<file path="config.mk">
export PLATFORM = sky130hd
export DESIGN_NAME = count_sequencer
export DESIGN_NICKNAME = d
export VERILOG_FILES = /design/src/rtl/count_sequencer.sv
export SDC_FILE = /design/constraint.sdc
export NUM_CORES = 1
export LEC_CHECK = 0
export ABC_AREA = 0
export ABC_CLOCK_PERIOD_IN_PS = 2000
export BUFFER_PORTS_ARGS = -buffer_cell sky130_fd_sc_hd__buf_4
export CAP_MARGIN = 0
export CORE_ASPECT_RATIO = 1.2
export CORE_MARGIN = 5
export CORE_UTILIZATION = 43
export DETAILED_ROUTE_END_ITERATION = 7
export GPL_ROUTABILITY_DRIVEN = 1
export PLACE_DENSITY = 0.66
export SLEW_MARGIN = 5
export SYNTH_ARGS = -nofsm -noshare
export SYNTH_HDL_FRONTEND = slang
export SYNTH_SLANG_ARGS = --single-unit
export TNS_END_PERCENT = 20
</file>
<file path="constraint.sdc">
create_clock -name clk -period 2 [get_ports clk]
set_input_delay 0.4 -clock clk [delete_from_list [all_inputs] [get_ports clk]]
set_output_delay 0.4 -clock clk [all_outputs]
set_load 0.005 [all_outputs]
</file>
<file path="src/rtl/count_sequencer.sv">
// count_sequencer: run/pause/stop controller for an up counter.
// A prescaler produces one-cycle count-enable ticks, gated by a start/pause/clear
// FSM. Counting stops (DONE) at the prescaler boundary after the counter, read
// back on `count`, has reached the target sampled when the run began.
//
// Ports
//   clk      in   1      system clock, posedge
//   reset_n  in   1      asynchronous active-low reset
//   start    in   1      1-cycle pulse: start or resume
//   pause    in   1      1-cycle pulse: toggle pause while running or paused
//   clear    in   1      1-cycle pulse: abort and zero the counter
//   target   in   WIDTH  stop value, sampled on entry into RUN from IDLE or DONE
//   count    in   WIDTH  counter's current value (feedback)
//   tick     out  1      count enable to the counter, 1-cycle pulse
//   cnt_clr  out  1      synchronous clear to the counter, 1-cycle pulse
//   running  out  1      high while in RUN
//   done     out  1      high while in DONE
//   state    out  2      IDLE=0, RUN=1, PAUSE=2, DONE=3
module count_sequencer #(
  parameter int unsigned DIV   = 25_000_000,
  parameter int unsigned WIDTH = 4
) (
  input  logic             clk,
  input  logic             reset_n,
  input  logic             start,
  input  logic             pause,
  input  logic             clear,
  input  logic [WIDTH-1:0] target,
  input  logic [WIDTH-1:0] count,
  output logic             tick,
  output logic             cnt_clr,
  output logic             running,
  output logic             done,
  output logic [1:0]       state
);

  localparam int unsigned PW = (DIV > 1) ? $clog2(DIV) : 1;
  localparam logic [PW-1:0] PRE_LAST = PW'(DIV - 1);

  typedef enum logic [1:0] {
    IDLE  = 2'd0,
    RUN   = 2'd1,
    PAUSE = 2'd2,
    DONE  = 2'd3
  } state_t;

  state_t           state_q, state_d;
  logic [PW-1:0]    pre_q, pre_d;
  logic [WIDTH-1:0] tgt_q, tgt_d;
  logic             tick_d, clr_d;
  logic             boundary;

  // State, prescaler, target and registered outputs
  always_ff @(posedge clk or negedge reset_n) begin
    if (!reset_n) begin
      state_q <= IDLE;
      pre_q   <= '0;
      tgt_q   <= '0;
      tick    <= 1'b0;
      cnt_clr <= 1'b0;
      running <= 1'b0;
      done    <= 1'b0;
    end else begin
      state_q <= state_d;
      pre_q   <= pre_d;
      tgt_q   <= tgt_d;
      tick    <= tick_d;
      cnt_clr <= clr_d;
      running <= (state_d == RUN);
      done    <= (state_d == DONE);
    end
  end

  assign state    = state_q;
  assign boundary = (pre_q == PRE_LAST);

  // Next-state logic; priority clear > pause > start
  always_comb begin
    state_d = state_q;
    pre_d   = pre_q;
    tgt_d   = tgt_q;
    tick_d  = 1'b0;
    clr_d   = 1'b0;
    unique case (state_q)
      IDLE: begin
        if (clear) begin
          clr_d = 1'b1;
        end else if (start) begin
          state_d = RUN;
          tgt_d   = target;
          pre_d   = '0;
        end
      end
      RUN: begin
        if (clear) begin
          state_d = IDLE;
          clr_d   = 1'b1;
          pre_d   = '0;
        end else if (pause) begin
          // prescaler holds so a resume continues the same tick period
          state_d = PAUSE;
        end else if (boundary) begin
          pre_d = '0;
          // count already shows every earlier tick, so equality means finished
          if (count == tgt_q) begin
            state_d = DONE;
          end else begin
            tick_d = 1'b1;
          end
        end else begin
          pre_d = pre_q + PW'(1);
        end
      end
      PAUSE: begin
        if (clear) begin
          state_d = IDLE;
          clr_d   = 1'b1;
          pre_d   = '0;
        end else if (pause || start) begin
          state_d = RUN;
        end
      end
      DONE: begin
        if (clear) begin
          state_d = IDLE;
          clr_d   = 1'b1;
        end else if (start) begin
          state_d = RUN;
          clr_d   = 1'b1;
          tgt_d   = target;
          pre_d   = '0;
        end
      end
      default: begin
        state_d = IDLE;
      end
    endcase
  end

endmodule
</file>
**After elaboration in Yosys (flattened, before gate mapping)**

Index checks and enable logic that the tools add are counted.

- Eq/ne operators: 11
- Bitwise logic cells: 1
- Add/subtract/negate cells: 1
- Mux-type cells: 26
- Reduce and logical (&&, ||, !) cells: 6

Operators by type and width:

| operator | number |
|---|---|
| $mux 25 | 6 |
| $pmux 25 s3 | 1 |
| $add 25x1->25 const B | 1 |
| $eq 25x25->1 const B | 1 |
| $mux 2 | 9 |
| $mux 1 | 8 |
| $pmux 2 s4 | 1 |
| $eq 2x2->1 const B | 3 |
| $eq 2x1->1 const B | 2 |
| $eq 4x4->1 | 1 |
| $ne 2x2->1 const B | 2 |
| $reduce_and 4->1 | 1 |
| $ne 3x3->1 const B | 1 |
| $reduce_and 3->1 | 1 |
| $reduce_or 3->1 | 1 |
| $logic_not 2->1 | 1 |
| $ne 2x1->1 const B | 1 |
| $pmux 1 s2 | 1 |
| $reduce_or 2->1 | 1 |
| $logic_or 1x1->1 | 1 |
| $not 1->1 | 1 |

- Bits of input ports: 13
- Word-level logic and storage cells: 52
- Register bits after elaboration: 35

**Logic depth before layout (Yosys ltp)**

- Word-level depth: 7
- Mapped depth: 8
- Depth with buffers taken out: 7

**Worst setup path before layout**

OpenSTA, ideal clock, no wires.

- Kind: register to register
- From: register state_q[1] (netlist: state[1])
- To: register pre_q[23]
- Stages on the path, launching flop included: 8
- Setup time: 0.069 ns
- Slack: -0.140 ns
- Data arrival time: 2.071 ns
- Required time: 1.931 ns
- Cell sequence: dfrtp_1 inv_1 ha_1 nand2b_4 or4_1 a21o_1 or4_1 nand3_1

- Cells in the longest elaborated chain, start to end: 4
- Elaborated cells between the ends (all ways): 11
- Classes of those cells: eq/ne: 7; mux: 1; reduce/logical: 3

Ends and longest elaborated chain:

| what | line | source |
|---|---|---|
| start: declaration | 47 | `state_t state_q, state_d;` |
| start signal: assignment | 64 | `state_q <= state_d;` |
| $eq 2x2->1 or $logic_not 2->1 (tied branches) | 84 | `unique case (state_q)` |
| $reduce_or 2->1 (no source line) | - |  |
| $ne 2x2->1 (no source line) or $ne 2x1->1 (tied branches) | - |  |
| $reduce_and 4->1 (no source line) | - |  |
| end signal: assignment | 65 | `pre_q <= pre_d;` |
| end: declaration | 48 | `logic [PW-1:0] pre_q, pre_d;` |

Several ways; a longest one is shown, not always the timed one.
A chain may end at the register's enable or synchronous reset.

**Final worst setup path**

- From: register pre_q[17]
- To: register pre_q[20]

- Cells in the longest elaborated chain, start to end: 5
- Elaborated cells between the ends (all ways): 6
- Classes of those cells: add/sub: 1; eq/ne: 1; mux: 4

Ends and longest elaborated chain:

| what | line | source |
|---|---|---|
| $add 25x1->25 or $eq 25x25->1 (tied branches) | 111, 75 |  |
| $mux 25 * | 102 | `end else if (boundary) begin` |
| $mux 25 * | 99 | `end else if (pause) begin` |
| $mux 25 * | 95 | `if (clear) begin` |
| $pmux 25 s3 * | 84 |  |

Every way passes the cells marked *; elsewhere a longest branch is shown, timed or not. The select of a mux whose other input is x is not followed.

==> results.json <==
{
  "grt_pass1_vias": 2129,
  "core_area_um2": 4630,
  "final_antenna_net_count": 0,
  "final_cell_mix": "66 x buf_4, 34 x dfrtp_1, 20 x nand2_1",
  "layout_commonest_cell": "buf_4",
  "period_needed_ns": 2.09,
  "synth-seq-area-share": 0.423,
  "synth_flop_cell": "dfrtp_1",
  "cellPowerDensity_nw_per_um2": 763,
  "cts_tree": "built",
  "syn_nets": 243,
  "clock_sinks": 35,
  "syn_inst": 225,
  "syn_area_um2": 2070,
  "total_power_w": 0.00215,
  "hold_viol_final": 0,
  "syn_avg_cell_area_um2": 9.20,
  "cts_root_buf": "clkbuf_8",
  "io_buffer_count": 18,
  "syn_to_final_growth_pct": 36.2,
  "drt_iter0_drc": 57,
  "final_core_util": 0.609,
  "cts_made_buffers": 5,
  "min_path_type": "primary input to asynchronous set/reset pin",
  "grt_pass1_wl_um": 9320,
  "cp-start-kind": "flip-flop",
  "fin_nets": 312,
  "outcome": "complete, but fails checks",
  "critPathKind": "flip-flop to flip-flop",
  "skew_ns": 0.0101,
  "path_clk_slew_ns": 0.08,
  "ys_ff_latch": 35,
  "start_util": 0.447,
  "dp_hpwl_um": 3970,
  "antenna_found_initial": 0,
  "route.vias.total": 2029,
  "fmax_mhz": 479,
  "n_fill_cell": 403,
  "synth_top_cell_area_share": 0.423,
  "drc_errors": 0,
  "critical_path_buf_inv_count": 1,
  "fin_crit_sh": 1.04,
  "firstDrtPassIters": 4,
  "synth_edf_count": 0,
  "grt-ovfl-total": 0,
  "diodes": 0,
  "worstMarginPinSlew_ns": 0.508,
  "path_delay_family": "simple AND/OR/NAND/NOR gates",
  "worstPathCellList": "or4bb_4 > nor4_4 > a21oi_2 > buf_6 > and3_1 > a221o_1",
  "postPlaceCellArea_um2": 2660,
  "reg2reg_slack_ns": -0.09,
  "max_stage_delay_ns": 0.56,
  "gp_congestion": 0.843,
  "crit_fanout": 7,
  "ios": 19,
  "finalMaxSlewViolations": 0,
  "rsz0062_at_grt": "yes",
  "synth_top_area_cell": "dfrtp_1",
  "postLayoutCellArea_um2": 2820,
  "drt_wl_total_um": 5520,
  "grt_max_degree": 36,
  "die_w_um": 73.3,
  "cp_slowest_cell": "or4bb_4",
  "peakVddDrop_uv": 380,
  "postCtsHoldBufs": 0,
  "setup_slack_ns": -0.0884,
  "end_kind": "flip-flop",
  "grt_usage": 0.189,
  "ys_warn_count": 0,
  "relSlewSlack": 0.658,
  "via_per_inst": 5.75,
  "drive_gt1_frac": 0.339,
  "die-area_um2": 6310,
  "h-tree-depth": 2,
  "yosysUniqueCellTypes": 42,
  "crit_required_ns": 2.17,
  "avgRoutedWirePerCell_um": 15.6,
  "critPathArrivalTime_ns": 2.26,
  "die_h_um": 86.0,
  "clk_latency_ns": 0.30,
  "setup_viol": 20,
  "row_count": 27,
  "violations": "negative setup slack",
  "power.leakage_nw": 1.28,
  "synthTopCellsByArea": "dfrtp_1 42%, nand2_1 3.6%, nand3_1 3.6%",
  "async_flop_share": 1.00,
  "drv_cap": 0,
  "clock_tree.buffer_depth": 2
}
-- layout make-up --
cell class	count	area (um^2)	share of cell area
flip-flops and latches	35	877	0.311
well taps	58	72.6	0.0257
repair buffers	71	561	0.199
multi-input cells	176	1190	0.422
clock buffers	8	100	0.0355
inverters	5	18.8	0.00666
-- cell usage after synthesis, types with 4 or more instances --
cell type  count
a21o_1         7
a21oi_1       12
a22o_1         5
a31oi_1       11
and3_1         5
buf_2          4
clkbuf_1       5
dfrtp_1       35
ha_1           5
inv_1          5
mux2_2         4
nand2_1       20
nand2b_1       4
nand3_1       15
nand4_1       11
nor2_1        16
nor3_1         6
nor4_1         8
o21ai_0        9
xor2_1         4
-- worst paths after layout --
| path | start | endpoint | cells after the start |
|---|---|---|---|
| max | pre_q[17] | pre_q[20] | 6 |
| min | reset_n | pre_q[0] | 1 |
| max reg2reg | pre_q[17] | pre_q[20] | 6 |
| min reg2reg | pre_q[14] | pre_q[14] | 1 |
| max in group asynchronous | reset_n | state[0] | 1 |
| min in group clk | target[2] | tgt_q[2] | 2 |
-- power by group --
group | total [W] | leakage [nW] | switching [W] | internal (W)
combinational | 0.000769 | 0.752 | 0.000382 | 0.000387
sequential | 0.000817 | 0.474 | 0.0000440 | 0.000773
clock | 0.000564 | 0.0515 | 0.000250 | 0.000314
-- logic make-up after synthesis --
| family | count (synthesis) | synth area share |
|---|---|---|
| mux | 5 | 0.0266 |
| simple gates | 101 | 0.278 |
| flops | 35 | 0.423 |
| fa+ha+maj | 5 | 0.0302 |
| buf+inv | 14 | 0.0278 |
| compound gates | 61 | 0.198 |
| xor+xnor | 4 | 0.0169 |
-- routing by layer --
metal	global-route usage	part of all wire	vias to the layer above
met4	0.0923	0.026	0
met1	0.217	0.42	975
li1	-	-	998
met5	0	0	-
met2	0.325	0.51	44
met3	0.0434	0.044	12
-- flip-flops by register name, indices dropped and copies added, names as in the netlist --
name / count
running: 1
tgt_q: 4
pre_q: 25
tick: 1
done: 1
state: 2
cnt_clr: 1
-- timing repair --
item / 4_1_cts / 5_1_grt
buffers inserted: 2 / 1
resized for setup: 8 / 3
pin swaps: 6 / 6
setup endpoints to repair: 22 / 26
-- per-stage QoR --
step / hold slack, ns / setup TNS, ns / setup slack (ns) / std cells
after global placement: 0.376 / -0.239 / -0.0452 / 342
after floorplan: 0.104 / -0.307 / -0.0534 / 225
after detailed placement: 0.381 / -0.939 / -0.112 / 342
after global routing: 0.0832 / -3.38 / -0.172 / 353
after CTS: 0.0630 / -0.715 / -0.0722 / 352
final: 0.0441 / -0.840 / -0.0884 / 353
Power figures use the tool's default switching activity.
